`src/rtl/fb_rect_reader_if.sv`:
```
// Request, framebuffer-read and pixel-stream signals of fb_rect_reader.
// master = the reader block itself, slave = the logic around it.
interface fb_rect_reader_if;
  logic        req_valid;
  logic        req_ready;
  logic [9:0]  req_top;
  logic [9:0]  req_left;
  logic [9:0]  req_width;
  logic [9:0]  req_height;
  logic [18:0] src_addr;
  logic        src_rd;
  logic [15:0] src_data;
  logic        out_valid;
  logic        out_ready;
  logic [15:0] out_data;
  logic        out_last;
  logic        done;

  modport master (
    input  req_valid, req_top, req_left, req_width, req_height, src_data, out_ready,
    output req_ready, src_addr, src_rd, out_valid, out_data, out_last, done
  );

  modport slave (
    output req_valid, req_top, req_left, req_width, req_height, src_data, out_ready,
    input  req_ready, src_addr, src_rd, out_valid, out_data, out_last, done
  );
endinterface

```
`src/rtl/fb_rect_reader.sv`:
```
// Streams a framebuffer rectangle in raster order, off-screen pixels replaced by CLIP_COLOR.
// First pixel RD_LAT+2 cycles after accept; reads throttle on FIFO room so out_ready stalls never lose data.

module fb_rect_fifo #(
  parameter int W     = 17,
  parameter int DEPTH = 4
) (
  input  logic                     clk,
  input  logic                     rst,
  input  logic                     push,
  input  logic [W-1:0]             push_dat,
  input  logic                     pop,
  output logic [W-1:0]             pop_dat,
  output logic                     empty,
  output logic [$clog2(DEPTH):0]   count
);
  localparam int AW = $clog2(DEPTH);
  localparam int CW = AW + 1;
  localparam logic [CW-1:0] FULL = DEPTH[CW-1:0];

  logic [W-1:0]  mem [DEPTH];
  logic [AW-1:0] wr_ptr, rd_ptr;
  logic          wr_en, rd_en;

  assign rd_en   = pop && (count != '0);
  // Push into a full FIFO is fine when the head leaves in the same cycle.
  assign wr_en   = push && ((count != FULL) || rd_en);
  assign pop_dat = mem[rd_ptr];
  assign empty   = (count == '0);

  always_ff @(posedge clk) begin
    if (wr_en) mem[wr_ptr] <= push_dat;
  end

  always_ff @(posedge clk) begin
    if (rst) begin
      wr_ptr <= '0;
      rd_ptr <= '0;
      count  <= '0;
    end else begin
      if (wr_en) wr_ptr <= wr_ptr + AW'(1);
      if (rd_en) rd_ptr <= rd_ptr + AW'(1);
      case ({wr_en, rd_en})
        2'b10:   count <= count + CW'(1);
        2'b01:   count <= count - CW'(1);
        default: ;
      endcase
    end
  end
endmodule

module fb_rect_reader #(
  parameter int          SCREEN_W   = 640,
  parameter int          SCREEN_H   = 480,
  parameter int          RD_LAT     = 1,
  parameter int          FIFO_DEPTH = 4,
  parameter logic [15:0] CLIP_COLOR = 16'h0000
) (
  input  logic              clk,
  input  logic              rst,
  fb_rect_reader_if.master  bus
);
  localparam int CW = $clog2(FIFO_DEPTH) + 1;
  localparam logic [10:0] SW      = 11'(SCREEN_W);
  localparam logic [10:0] SH      = 11'(SCREEN_H);
  localparam logic [CW:0] DEPTH_L = FIFO_DEPTH[CW:0];

  typedef enum logic [1:0] {IDLE, ISSUE, DRAIN} state_t;
  typedef struct packed {
    logic vld;
    logic clip;
    logic last;
  } tok_t;

  state_t        state_q, state_d;
  logic [9:0]    top_q, left_q, w_q, h_q, cx_q, cy_q;
  logic          done_q;
  logic          accept, zero_req, room, issue_en, in_screen, last_pos, pop;
  logic [10:0]   x_pos, y_pos;
  tok_t          tok_in;
  tok_t          tok_q [RD_LAT];
  logic [CW:0]   inflight;
  logic [CW-1:0] fifo_count;
  logic          fifo_empty;
  logic [16:0]   fifo_head;

  assign accept    = bus.req_valid && (state_q == IDLE);
  assign zero_req  = (bus.req_width == 10'd0) || (bus.req_height == 10'd0);
  assign x_pos     = {1'b0, left_q} + {1'b0, cx_q};
  assign y_pos     = {1'b0, top_q} + {1'b0, cy_q};
  assign in_screen = (x_pos < SW) && (y_pos < SH);
  assign last_pos  = (cx_q == w_q - 10'd1) && (cy_q == h_q - 10'd1);
  // Reserve a FIFO slot for every read still in the latency pipe.
  assign room      = ({1'b0, fifo_count} + inflight) < DEPTH_L;
  assign pop       = !fifo_empty && bus.out_ready;
  assign tok_in    = '{vld: issue_en, clip: !in_screen, last: last_pos};

  always_comb begin
    inflight = '0;
    for (int i = 0; i < RD_LAT; i++) inflight = inflight + {{CW{1'b0}}, tok_q[i].vld};
  end

  always_ff @(posedge clk) begin
    if (rst) state_q <= IDLE;
    else     state_q <= state_d;
  end

  always_comb begin
    state_d = state_q;
    case (state_q)
      IDLE:    if (accept && !zero_req) state_d = ISSUE;
      ISSUE:   if (issue_en && last_pos) state_d = DRAIN;
      DRAIN:   if (pop && fifo_head[16]) state_d = IDLE;
      default: state_d = IDLE;
    endcase
  end

  always_comb begin
    bus.req_ready = (state_q == IDLE);
    issue_en      = (state_q == ISSUE) && room;
    bus.src_rd    = issue_en && in_screen;
    bus.src_addr  = '0;
    if (bus.src_rd) bus.src_addr = 19'(y_pos) * 19'(SCREEN_W) + 19'(x_pos);
    bus.done      = done_q;
    bus.out_valid = !fifo_empty;
    bus.out_data  = fifo_head[15:0];
    bus.out_last  = fifo_head[16] && !fifo_empty;
  end

  always_ff @(posedge clk) begin
    if (rst) begin
      top_q  <= '0;
      left_q <= '0;
      w_q    <= '0;
      h_q    <= '0;
      cx_q   <= '0;
      cy_q   <= '0;
      done_q <= 1'b0;
    end else begin
      done_q <= (accept && zero_req) || ((state_q == DRAIN) && pop && fifo_head[16]);
      if (accept) begin
        top_q  <= bus.req_top;
        left_q <= bus.req_left;
        w_q    <= bus.req_width;
        h_q    <= bus.req_height;
        cx_q   <= '0;
        cy_q   <= '0;
      end else if (issue_en) begin
        if (cx_q == w_q - 10'd1) begin
          cx_q <= '0;
          cy_q <= cy_q + 10'd1;
        end else begin
          cx_q <= cx_q + 10'd1;
        end
      end
    end
  end

  // Clip tokens ride the same delay as real reads so FIFO order matches raster order.
  always_ff @(posedge clk) begin
    if (rst) begin
      for (int i = 0; i < RD_LAT; i++) tok_q[i] <= '0;
    end else begin
      for (int i = RD_LAT - 1; i > 0; i--) tok_q[i] <= tok_q[i-1];
      tok_q[0] <= tok_in;
    end
  end

  fb_rect_fifo #(.W(17), .DEPTH(FIFO_DEPTH)) u_fifo (
    .clk      (clk),
    .rst      (rst),
    .push     (tok_q[RD_LAT-1].vld),
    .push_dat ({tok_q[RD_LAT-1].last, tok_q[RD_LAT-1].clip ? CLIP_COLOR : bus.src_data}),
    .pop      (pop),
    .pop_dat  (fifo_head),
    .empty    (fifo_empty),
    .count    (fifo_count)
  );
endmodule

```
`src/flat_wrapper.sv`:
```
// flat-port wrapper written by rule: the top's interface ports become plain ports
module fb_rect_reader_flat 
#(
  parameter int          SCREEN_W   = 640,
  parameter int          SCREEN_H   = 480,
  parameter int          RD_LAT     = 1,
  parameter int          FIFO_DEPTH = 4,
  parameter logic [15:0] CLIP_COLOR = 16'h0000
)
  (clk, rst, bus_req_valid, bus_req_top, bus_req_left, bus_req_width, bus_req_height, bus_src_data, bus_out_ready, bus_req_ready, bus_src_addr, bus_src_rd, bus_out_valid, bus_out_data, bus_out_last, bus_done);
  fb_rect_reader_if bus_i ();
  input  logic clk;
  input  logic rst;
  input wire logic [$bits(bus_i.req_valid)-1:0] bus_req_valid;
  input wire logic [$bits(bus_i.req_top)-1:0] bus_req_top;
  input wire logic [$bits(bus_i.req_left)-1:0] bus_req_left;
  input wire logic [$bits(bus_i.req_width)-1:0] bus_req_width;
  input wire logic [$bits(bus_i.req_height)-1:0] bus_req_height;
  input wire logic [$bits(bus_i.src_data)-1:0] bus_src_data;
  input wire logic [$bits(bus_i.out_ready)-1:0] bus_out_ready;
  output wire logic [$bits(bus_i.req_ready)-1:0] bus_req_ready;
  output wire logic [$bits(bus_i.src_addr)-1:0] bus_src_addr;
  output wire logic [$bits(bus_i.src_rd)-1:0] bus_src_rd;
  output wire logic [$bits(bus_i.out_valid)-1:0] bus_out_valid;
  output wire logic [$bits(bus_i.out_data)-1:0] bus_out_data;
  output wire logic [$bits(bus_i.out_last)-1:0] bus_out_last;
  output wire logic [$bits(bus_i.done)-1:0] bus_done;
  assign bus_i.req_valid = bus_req_valid;
  assign bus_i.req_top = bus_req_top;
  assign bus_i.req_left = bus_req_left;
  assign bus_i.req_width = bus_req_width;
  assign bus_i.req_height = bus_req_height;
  assign bus_i.src_data = bus_src_data;
  assign bus_i.out_ready = bus_out_ready;
  assign bus_req_ready = bus_i.req_ready;
  assign bus_src_addr = bus_i.src_addr;
  assign bus_src_rd = bus_i.src_rd;
  assign bus_out_valid = bus_i.out_valid;
  assign bus_out_data = bus_i.out_data;
  assign bus_out_last = bus_i.out_last;
  assign bus_done = bus_i.done;
  fb_rect_reader #(.SCREEN_W(SCREEN_W), .SCREEN_H(SCREEN_H), .RD_LAT(RD_LAT), .FIFO_DEPTH(FIFO_DEPTH), .CLIP_COLOR(CLIP_COLOR)) u_core (.clk(clk), .rst(rst), .bus(bus_i));
endmodule
```
`config.mk`:
```
export PLATFORM = sky130hd
export DESIGN_NAME = fb_rect_reader_flat
export DESIGN_NICKNAME = d
export VERILOG_FILES = /design/src/rtl/fb_rect_reader_if.sv /design/src/rtl/fb_rect_reader.sv /design/src/flat_wrapper.sv
export SDC_FILE = /design/constraint.sdc
export NUM_CORES = 1
export LEC_CHECK = 0
export ABC_AREA = 1
export CORE_MARGIN = 1.5
export CORE_UTILIZATION = 52
export DETAILED_ROUTE_END_ITERATION = 7
export GPL_TIMING_DRIVEN = 0
export PLACE_DENSITY = 0.78
export RECOVER_POWER = 100
export SLEW_MARGIN = 40
export SYNTH_ARGS = -nofsm -noshare
export SYNTH_HDL_FRONTEND = slang
export SYNTH_SLANG_ARGS = --single-unit
```
`constraint.sdc`:
```
create_clock -name clk -period 3.9 [get_ports clk]
set_input_delay 0.585 -clock clk [delete_from_list [all_inputs] [get_ports clk]]
set_output_delay 0.585 -clock clk [all_outputs]
set_load 0.03 [all_outputs]
```
# After elaboration in Yosys (flattened, before gate mapping)
# Memories as Yosys holds them, arrays and structs flattened. A register that Yosys moved wholly into a read port is not among the register bits.
# Cells that the tools add are included.
[classes]
eq_ne = 10
magnitude_cmp = 3
addsub = 12
n_mul = 1
n_reduce_logical = 31
muxes = 17
[op_table]
columns = ["operator", "n"]
rows = [
  ["adder 10 x 10 -> 11 bit", 2],
  ["adder 10 x 1 -> 10 bit, second input constant", 2],
  ["== test 10 bit", 2],
  ["logical NOT 10 bit", 2],
  ["subtractor 10 x 1 -> 10 bit, second input constant", 2],
  ["adder 19 x 11 -> 19 bit", 1],
  ["two-way mux 19 bit", 1],
  ["two-way mux 16 bit", 1],
  ["logical AND 1 bit", 15],
  ["multiplier 11 x 3 -> 12 bit, second input constant", 1],
  ["< comparator 11 x 10 -> 1 bit, second input constant", 1],
  ["< comparator 11 x 9 -> 1 bit, second input constant", 1],
  ["two-way mux 10 bit", 1],
  ["two-way mux 2 bit", 5],
  ["two-way mux 1 bit", 6],
  ["!= test 2 x 1 -> 1 bit, second input constant", 3],
  ["one-hot mux 2 bit (3 select lines)", 1],
  ["one-hot mux 3 bit (2 select lines)", 1],
  ["adder 2 x 1 -> 2 bit, second input constant", 2],
  ["adder 3 x 1 -> 4 bit", 1],
  ["== test 2 x 1 -> 1 bit, second input constant", 2],
  ["== test 2 bit, second input constant", 2],
  ["< comparator 4 x 3 -> 1 bit, second input constant", 1],
  ["adder 3 x 1 -> 3 bit, second input constant", 1],
  ["other kinds (13)", 17],
]
[totals]
in_bits = 60
mem_bits_rw = 71
output_inout_bits = 40
ff_bits = 70
wordCells = 87
mem_count = 2
[mem_list]
columns = ["memory", "depth", "word_bits", "read_ports", "rd_clocked_by_memory_dff", "write_ports", "line", "rtl"]
rows = [
  ["u_core.u_fifo.mem", 4, 17, 1, 1, 1, "fb_rect_reader.sv:21", "logic [W-1:0] mem [DEPTH];"],
  ["u_core.tok_q", 1, 3, 1, 0, 1, "fb_rect_reader.sv:81", "tok_t tok_q [RD_LAT];"],
]

# Depth between registers and ports, before layout
[depth]
ltp_word = 8
ltp_mapped = 21
depth_no_buf = 21

# Modules after synthesis
# A second synthesis with hierarchy kept.
[unflattened]
cells_unflattened = 1143
area_unflattened_um2 = 8578.2
[by_module_without_submodules]
columns = ["module", "instances", "cells_per_inst", "seq_area_each_um2", "area_per_inst_um2"]
rows = [
  ["fb_rect_reader", 1, 912, 1321.3, 5591.6],
  ["fb_rect_fifo", 1, 231, 2222.1, 2986.6],
]

# Least setup slack after synthesis
# Ideal clock, no wire load.
[synth_timing]
kind = "register to output"
from = "register u_core.cy_q[0]"
to = "output bus_src_addr[14]"
n_path_buf = 0
setup_slack_ps = -275
path_stages_with_launch = 17
required_time_ps = 3315
arrival_ps = 3590
path_cell_list = "dfxtp_1 > ha_1 > fa_1 > nand3_1 > nand3_2 > nand2_1 > nand2_1 > xor2_1 > inv_1 > ha_1 > ha_1 > a21oi_1 > nand2_1 > or2_2 > nand2_1 > nor3_1 > nor3_1"
[synth_via]
elab_chain_cells = 5
word_cells_on_any_way = 7
cone_classes = "2 x add/sub; 1 x mul; 1 x order compare; 1 x mux; 2 x reduce/logical"
[synth_rtl]
columns = ["item", "line", "rtl"]
rows = [
  ["start, declared", "fb_rect_reader.sv:76", "logic [9:0] top_q, left_q, w_q, h_q, cx_q, cy_q;"],
  ["start signal, assigned", "fb_rect_reader.sv:151", "cy_q <= cy_q + 10'd1;"],
  ["adder 10 x 10 -> 11 bit (*)", "fb_rect_reader.sv:90", "assign y_pos = {1'b0, top_q} + {1'b0, cy_q};"],
  ["parallel branches: the longest is 3 deep, another holds adder 19 x 11 -> 19 bit", "-", ""],
  ["two-way mux 19 bit (*)", "fb_rect_reader.sv:123", "if (bus.src_rd) bus.src_addr = 19'(y_pos) * 19'(SCREEN_W) + 19'(x_pos);"],
  ["end, declared", "flat_wrapper.sv:22", "output wire logic [$bits(bus_i.src_addr)-1:0] bus_src_addr;"],
]
# Every way passes the cells marked *.

# Worst setup path after layout
[layout_timing]
from = "register u_core.cy_q[4]"
to = "output bus_src_addr[18]"
# Same word-level chain as after synthesis.

==> impl_metrics.prom <==
# TYPE chip_impl_metric gauge
chip_impl_metric{name="via_per_inst",unit=""} 5.58
chip_impl_metric{name="detail_route.wl_per_cell",unit="µm"} 17.0
chip_impl_metric{name="syn_area_per_cell",unit="µm²"} 7.57
chip_impl_metric{name="worst_ir_drop_vdd",unit="V"} 0.000459
chip_impl_info{name="rsz_0062_raised_after_global_routing",value="true"} 1
chip_impl_metric{name="setup_slack_placement",unit="ns"} -0.973
chip_impl_info{name="failing_checks",value="capacitance limit, slew limit, setup timing"} 1
chip_impl_metric{name="power.sequential.fraction",unit=""} 0.358
chip_impl_metric{name="grt_overflow",unit=""} 0
chip_impl_metric{name="critical_path.max_fanout",unit=""} 6
chip_impl_metric{name="worstPathBufferInverterCount",unit=""} 2
chip_impl_metric{name="seq_area_frac_synth",unit=""} 0.410
chip_impl_metric{name="htree_num_levels",unit=""} 4
chip_impl_metric{name="slew_viol_final",unit=""} 54
chip_impl_metric{name="met1_usage",unit=""} 0.338
chip_impl_metric{name="hold_depth",unit=""} 0
chip_impl_metric{name="area_enclosed_by_the_die_boundary",unit="µm²"} 17400
chip_impl_metric{name="grt_start_max_net_pins",unit=""} 18
chip_impl_metric{name="antenna_left",unit=""} 0
chip_impl_metric{name="worst_path_largest_cell_delay",unit="ns"} 0.44
chip_impl_metric{name="fmax",unit="GHz"} 0.221
chip_impl_metric{name="period_minus_ws_final",unit="ns"} 4.52
chip_impl_metric{name="worst_ep_required",unit="ns"} 3.31
chip_impl_info{name="crit_path_end_kind",value="output port"} 1
chip_impl_metric{name="die_width",unit="µm"} 132
chip_impl_metric{name="postRouteWirelength",unit="mm"} 25.7
chip_impl_metric{name="max-clock-path-buffers",unit=""} 2
chip_impl_metric{name="netlist_area",unit="µm²"} 8630
chip_impl_metric{name="finalCritPeriodShare",unit=""} 1.16
chip_impl_info{name="dominant_synthesized_flop_cell",value="sky130_fd_sc_hd__dfxtp_1"} 1
chip_impl_metric{name="setup_violations",unit=""} 14
chip_impl_metric{name="layout-drive-gt1-share",unit=""} 0.151
chip_impl_metric{name="drt_pre_antenna_iters",unit=""} 6
chip_impl_metric{name="grt_util_met3",unit=""} 0.0504
chip_impl_metric{name="synth_seq_cells",unit=""} 143
chip_impl_metric{name="nets",unit=""} 1396
chip_impl_info{name="tritoncts",value="done"} 1
chip_impl_metric{name="power.combinational.fraction",unit=""} 0.331
chip_impl_metric{name="place.port_buffers",unit=""} 99
chip_impl_info{name="min_from",value="u_core.tok_q[0][0]$_SDFF_PP0_"} 1
chip_impl_metric{name="p_int",unit="µW"} 3080
chip_impl_metric{name="pwr_dens",unit="nW/µm²"} 433
chip_impl_metric{name="number_of_buffers_added_by_the_clock_tree_synthesis_step",unit=""} 17
chip_impl_metric{name="rows",unit=""} 46
chip_impl_metric{name="postSynth.asyncResetShare",unit=""} 0
chip_impl_info{name="busiest_layer",value="met2"} 1
chip_impl_metric{name="place.detailed.hpwl",unit="mm"} 16.3
chip_impl_metric{name="yosysUniqueCellTypes",unit=""} 44
chip_impl_metric{name="timing.final.hold_violations",unit=""} 0
chip_impl_metric{name="ys_warn_count",unit=""} 0
chip_impl_metric{name="reg2reg_depth",unit=""} 14
chip_impl_metric{name="arrival",unit="ns"} 3.94
chip_impl_metric{name="netlist_instances",unit=""} 1140
chip_impl_metric{name="grt_pass1_vias",unit=""} 7719
chip_impl_metric{name="n_antenna_cell",unit=""} 0
chip_impl_metric{name="floorplan.die.height",unit="µm"} 132
chip_impl_info{name="crit_path_top_delay_cell",value="sky130_fd_sc_hd__ha_2"} 1
chip_impl_info{name="timing.critical_path.from_type",value="flop"} 1
chip_impl_metric{name="clock_skew",unit="ns"} 0.00586
chip_impl_metric{name="dr_total_vias",unit=""} 8449
chip_impl_info{name="clock_tree.root_cell",value="sky130_fd_sc_hd__clkbuf_16"} 1
chip_impl_metric{name="cap_viol_max_count",unit=""} 3
chip_impl_metric{name="drc",unit=""} 0
chip_impl_metric{name="finalWeightedCongestion",unit=""} 0.933
chip_impl_metric{name="groute.layer.met2.usage",unit=""} 0.461
chip_impl_metric{name="antenna_found_initial",unit=""} 0
chip_impl_metric{name="relSlewSlack",unit=""} -0.103
chip_impl_info{name="timing.hold.worst.class",value="flop to flop"} 1
chip_impl_metric{name="total_leakage_power",unit="µW"} 0.00474
chip_impl_metric{name="io-pin-count",unit=""} 100
chip_impl_metric{name="clk-insertion-delay-late",unit="ns"} 0.42
chip_impl_info{name="run_status",value="finished with violations"} 1
chip_impl_metric{name="clockPowerShare",unit=""} 0.311
chip_impl_metric{name="power.switching_fraction",unit=""} 0.366
chip_impl_metric{name="post_synth_edffs",unit=""} 68
chip_impl_metric{name="switching_power",unit="µW"} 1780
chip_impl_metric{name="drtIter0Drc",unit=""} 843
chip_impl_metric{name="worst_pin_slew",unit="ns"} 1.65
chip_impl_metric{name="synth_nets",unit=""} 1251
chip_impl_metric{name="grt_first_pass_wirelength",unit="mm"} 37.3
chip_impl_info{name="worst_setup_path_category",value="flop to output port"} 1
chip_impl_info{name="critPathLaunch",value="u_core.cy_q[4]$_SDFFE_PP0P_"} 1
chip_impl_metric{name="timing.critical_path.depth",unit=""} 19
chip_impl_info{name="cp_top_family",value="simple AND/OR/NAND/NOR gates"} 1
chip_impl_info{name="crit_path_cell_trace",value="ha_2 > nand2_1 > inv_2 > nand4_1 > nand2_2 > nand2_2 > nand3_1 > nand2_1 > ha_1 > ha_2 > a21oi_1 > o21a_1 > nand3_1 > nand2_1 > nand4_1 > nand3_1 > nand2_2 > nor2_4 > buf_6"} 1
chip_impl_metric{name="area_growth",unit="%"} 29.9
chip_impl_metric{name="power",unit="µW"} 4860
chip_impl_metric{name="clock_sinks",unit=""} 143
chip_impl_metric{name="global_route.usage.total",unit=""} 0.268
chip_impl_metric{name="floorplan.initialDensity",unit=""} 0.538
chip_impl_metric{name="clk_pin_slew",unit="ns"} 0.06
chip_impl_info{name="source_of_the_worst_register_to_register_timing_path",value="u_core.w_q[0]$_SDFFE_PP0P_"} 1
chip_impl_metric{name="core-area",unit="µm²"} 16100
chip_impl_metric{name="layout_setup_ws",unit="ns"} -0.624
==> cells in the mapped netlist (all sizes together) (4+ instances only) <==
master,number,area [µm²]
nor2,213,860
xnor2,16,148
edfxtp,68,2040
clkbuf,22,82.6
o21bai,4,30.0
nor3,13,65.1
a21oi,59,303
nand4,23,159
o21ai,92,460
dfxtp,75,1500
inv,141,529
fa,5,100
buf,6,35.0
o22ai,16,100
nand3,80,410
ha,46,576
or2,4,25.0
nor4,6,37.5
xor2,23,201
nand2,209,802
==> placed cells by master (no fill, tap or decap), types with 12 or more instances in the layout <==
master	n
sky130_fd_sc_hd__clkdlybuf4s50_1	56
sky130_fd_sc_hd__nor2_1	191
sky130_fd_sc_hd__edfxtp_1	68
sky130_fd_sc_hd__clkbuf_16	17
sky130_fd_sc_hd__a21oi_1	49
sky130_fd_sc_hd__nand4_1	22
sky130_fd_sc_hd__o22ai_1	16
sky130_fd_sc_hd__ha_4	14
sky130_fd_sc_hd__buf_4	25
sky130_fd_sc_hd__dfxtp_2	12
sky130_fd_sc_hd__dfxtp_1	60
sky130_fd_sc_hd__nand2_2	15
sky130_fd_sc_hd__o21ai_0	91
sky130_fd_sc_hd__nor2_2	13
sky130_fd_sc_hd__dlygate4sd3_1	24
sky130_fd_sc_hd__xnor2_1	12
sky130_fd_sc_hd__clkbuf_1	29
sky130_fd_sc_hd__ha_1	26
sky130_fd_sc_hd__inv_1	131
sky130_fd_sc_hd__nand2_1	191
sky130_fd_sc_hd__nand3_1	71
sky130_fd_sc_hd__xor2_1	15
==> registers in the layout (all words and copies together) (netlist names), named ones only <==
name	flops
u_core.cy_q	10
u_core.left_q	10
u_core.u_fifo.rd_ptr	2
u_core.tok_q	3
u_core.u_fifo.mem	68
u_core.w_q	10
u_core.cx_q	10
u_core.u_fifo.wr_ptr	2
u_core.top_q	10
u_core.u_fifo.count	3
u_core.h_q	10
u_core.bus.done	1
u_core.state_q	2
==> per-layer routing <==
layer	wire, µm	up-vias
met5	0	-
met4	830	0
met3	1690	85
met2	12900	390
met1	10300	3900
li1	-	4074
==> power groups by stage <==
stage / Clock, µW / Sequential, µW / Combinational (µW)
finish: 1510 / 1740 / 1610
global route: 1590 / 1750 / 1750
CTS: 1530 / 1730 / 1560
detailed placement: 0 / 1770 / 1480
global placement: 0 / 1760 / 1450
floorplan: 0 / 1750 / 981
==> per-stage QoR <==
step | std cells | hold WS [ns] | setup TNS, ns | util | cell area, µm²
5_1_grt | 1514 | 0.508 | -5.55 | 0.699 | 11200
3_5_place_dp | 1456 | 0.458 | -5.15 | 0.621 | 9970
4_1_cts | 1504 | 0.478 | -1.94 | 0.685 | 11000
3_3_place_gp | 1455 | 0.451 | -4.91 | 0.618 | 9930
2_1_floorplan | 1140 | 0.436 | -0.0585 | - | 8670
6_report | 1514 | 0.484 | -3.89 | 0.699 | 11200
==> layout make-up <==
type | instances | area [µm²]
plain buffers | 28 | 114
clock buffers | 17 | 425
clock inverters | 15 | 126
fillers | 1229 | 4840
inverters | 142 | 536
multi-input cells | 827 | 5010
flip-flops and latches | 143 | 3570
well taps | 216 | 270
repair buffers | 126 | 1170
==> worst paths after layout <==
check / slack, ns / end
max: -0.62 / bus_src_addr[18]
min: 0.48 / u_core.u_fifo.mem[1][16]$_DFFE_PP_
max reg2reg: 1.26 / u_core.cy_q[5]$_SDFFE_PP0P_
min reg2reg: 0.48 / u_core.u_fifo.mem[1][16]$_DFFE_PP_
==> cells by family (layout without fill, tap and decap cells) <==
family,after synthesis,in the layout,synth area share
flip-flops,143,143,0.410
buffers and inverters,170,328,0.0754
adder cells (fa/ha/maj),51,51,0.0783
AO/OA/AOI/OAI,181,181,0.112
AND/OR/NAND/NOR,554,554,0.278
XOR/XNOR,41,41,0.0457
==> timing repair <==
item / 4_1_cts / 5_1_grt
cloned: 0 / 0
resized for setup: 129 / 59
setup buffers: 16 / 10
setup endpoints to repair: 19 / 20
pin swaps: 29 / 37
hold buffers: 0 / 0
Note: power is estimated with default switching activity, not from simulation.
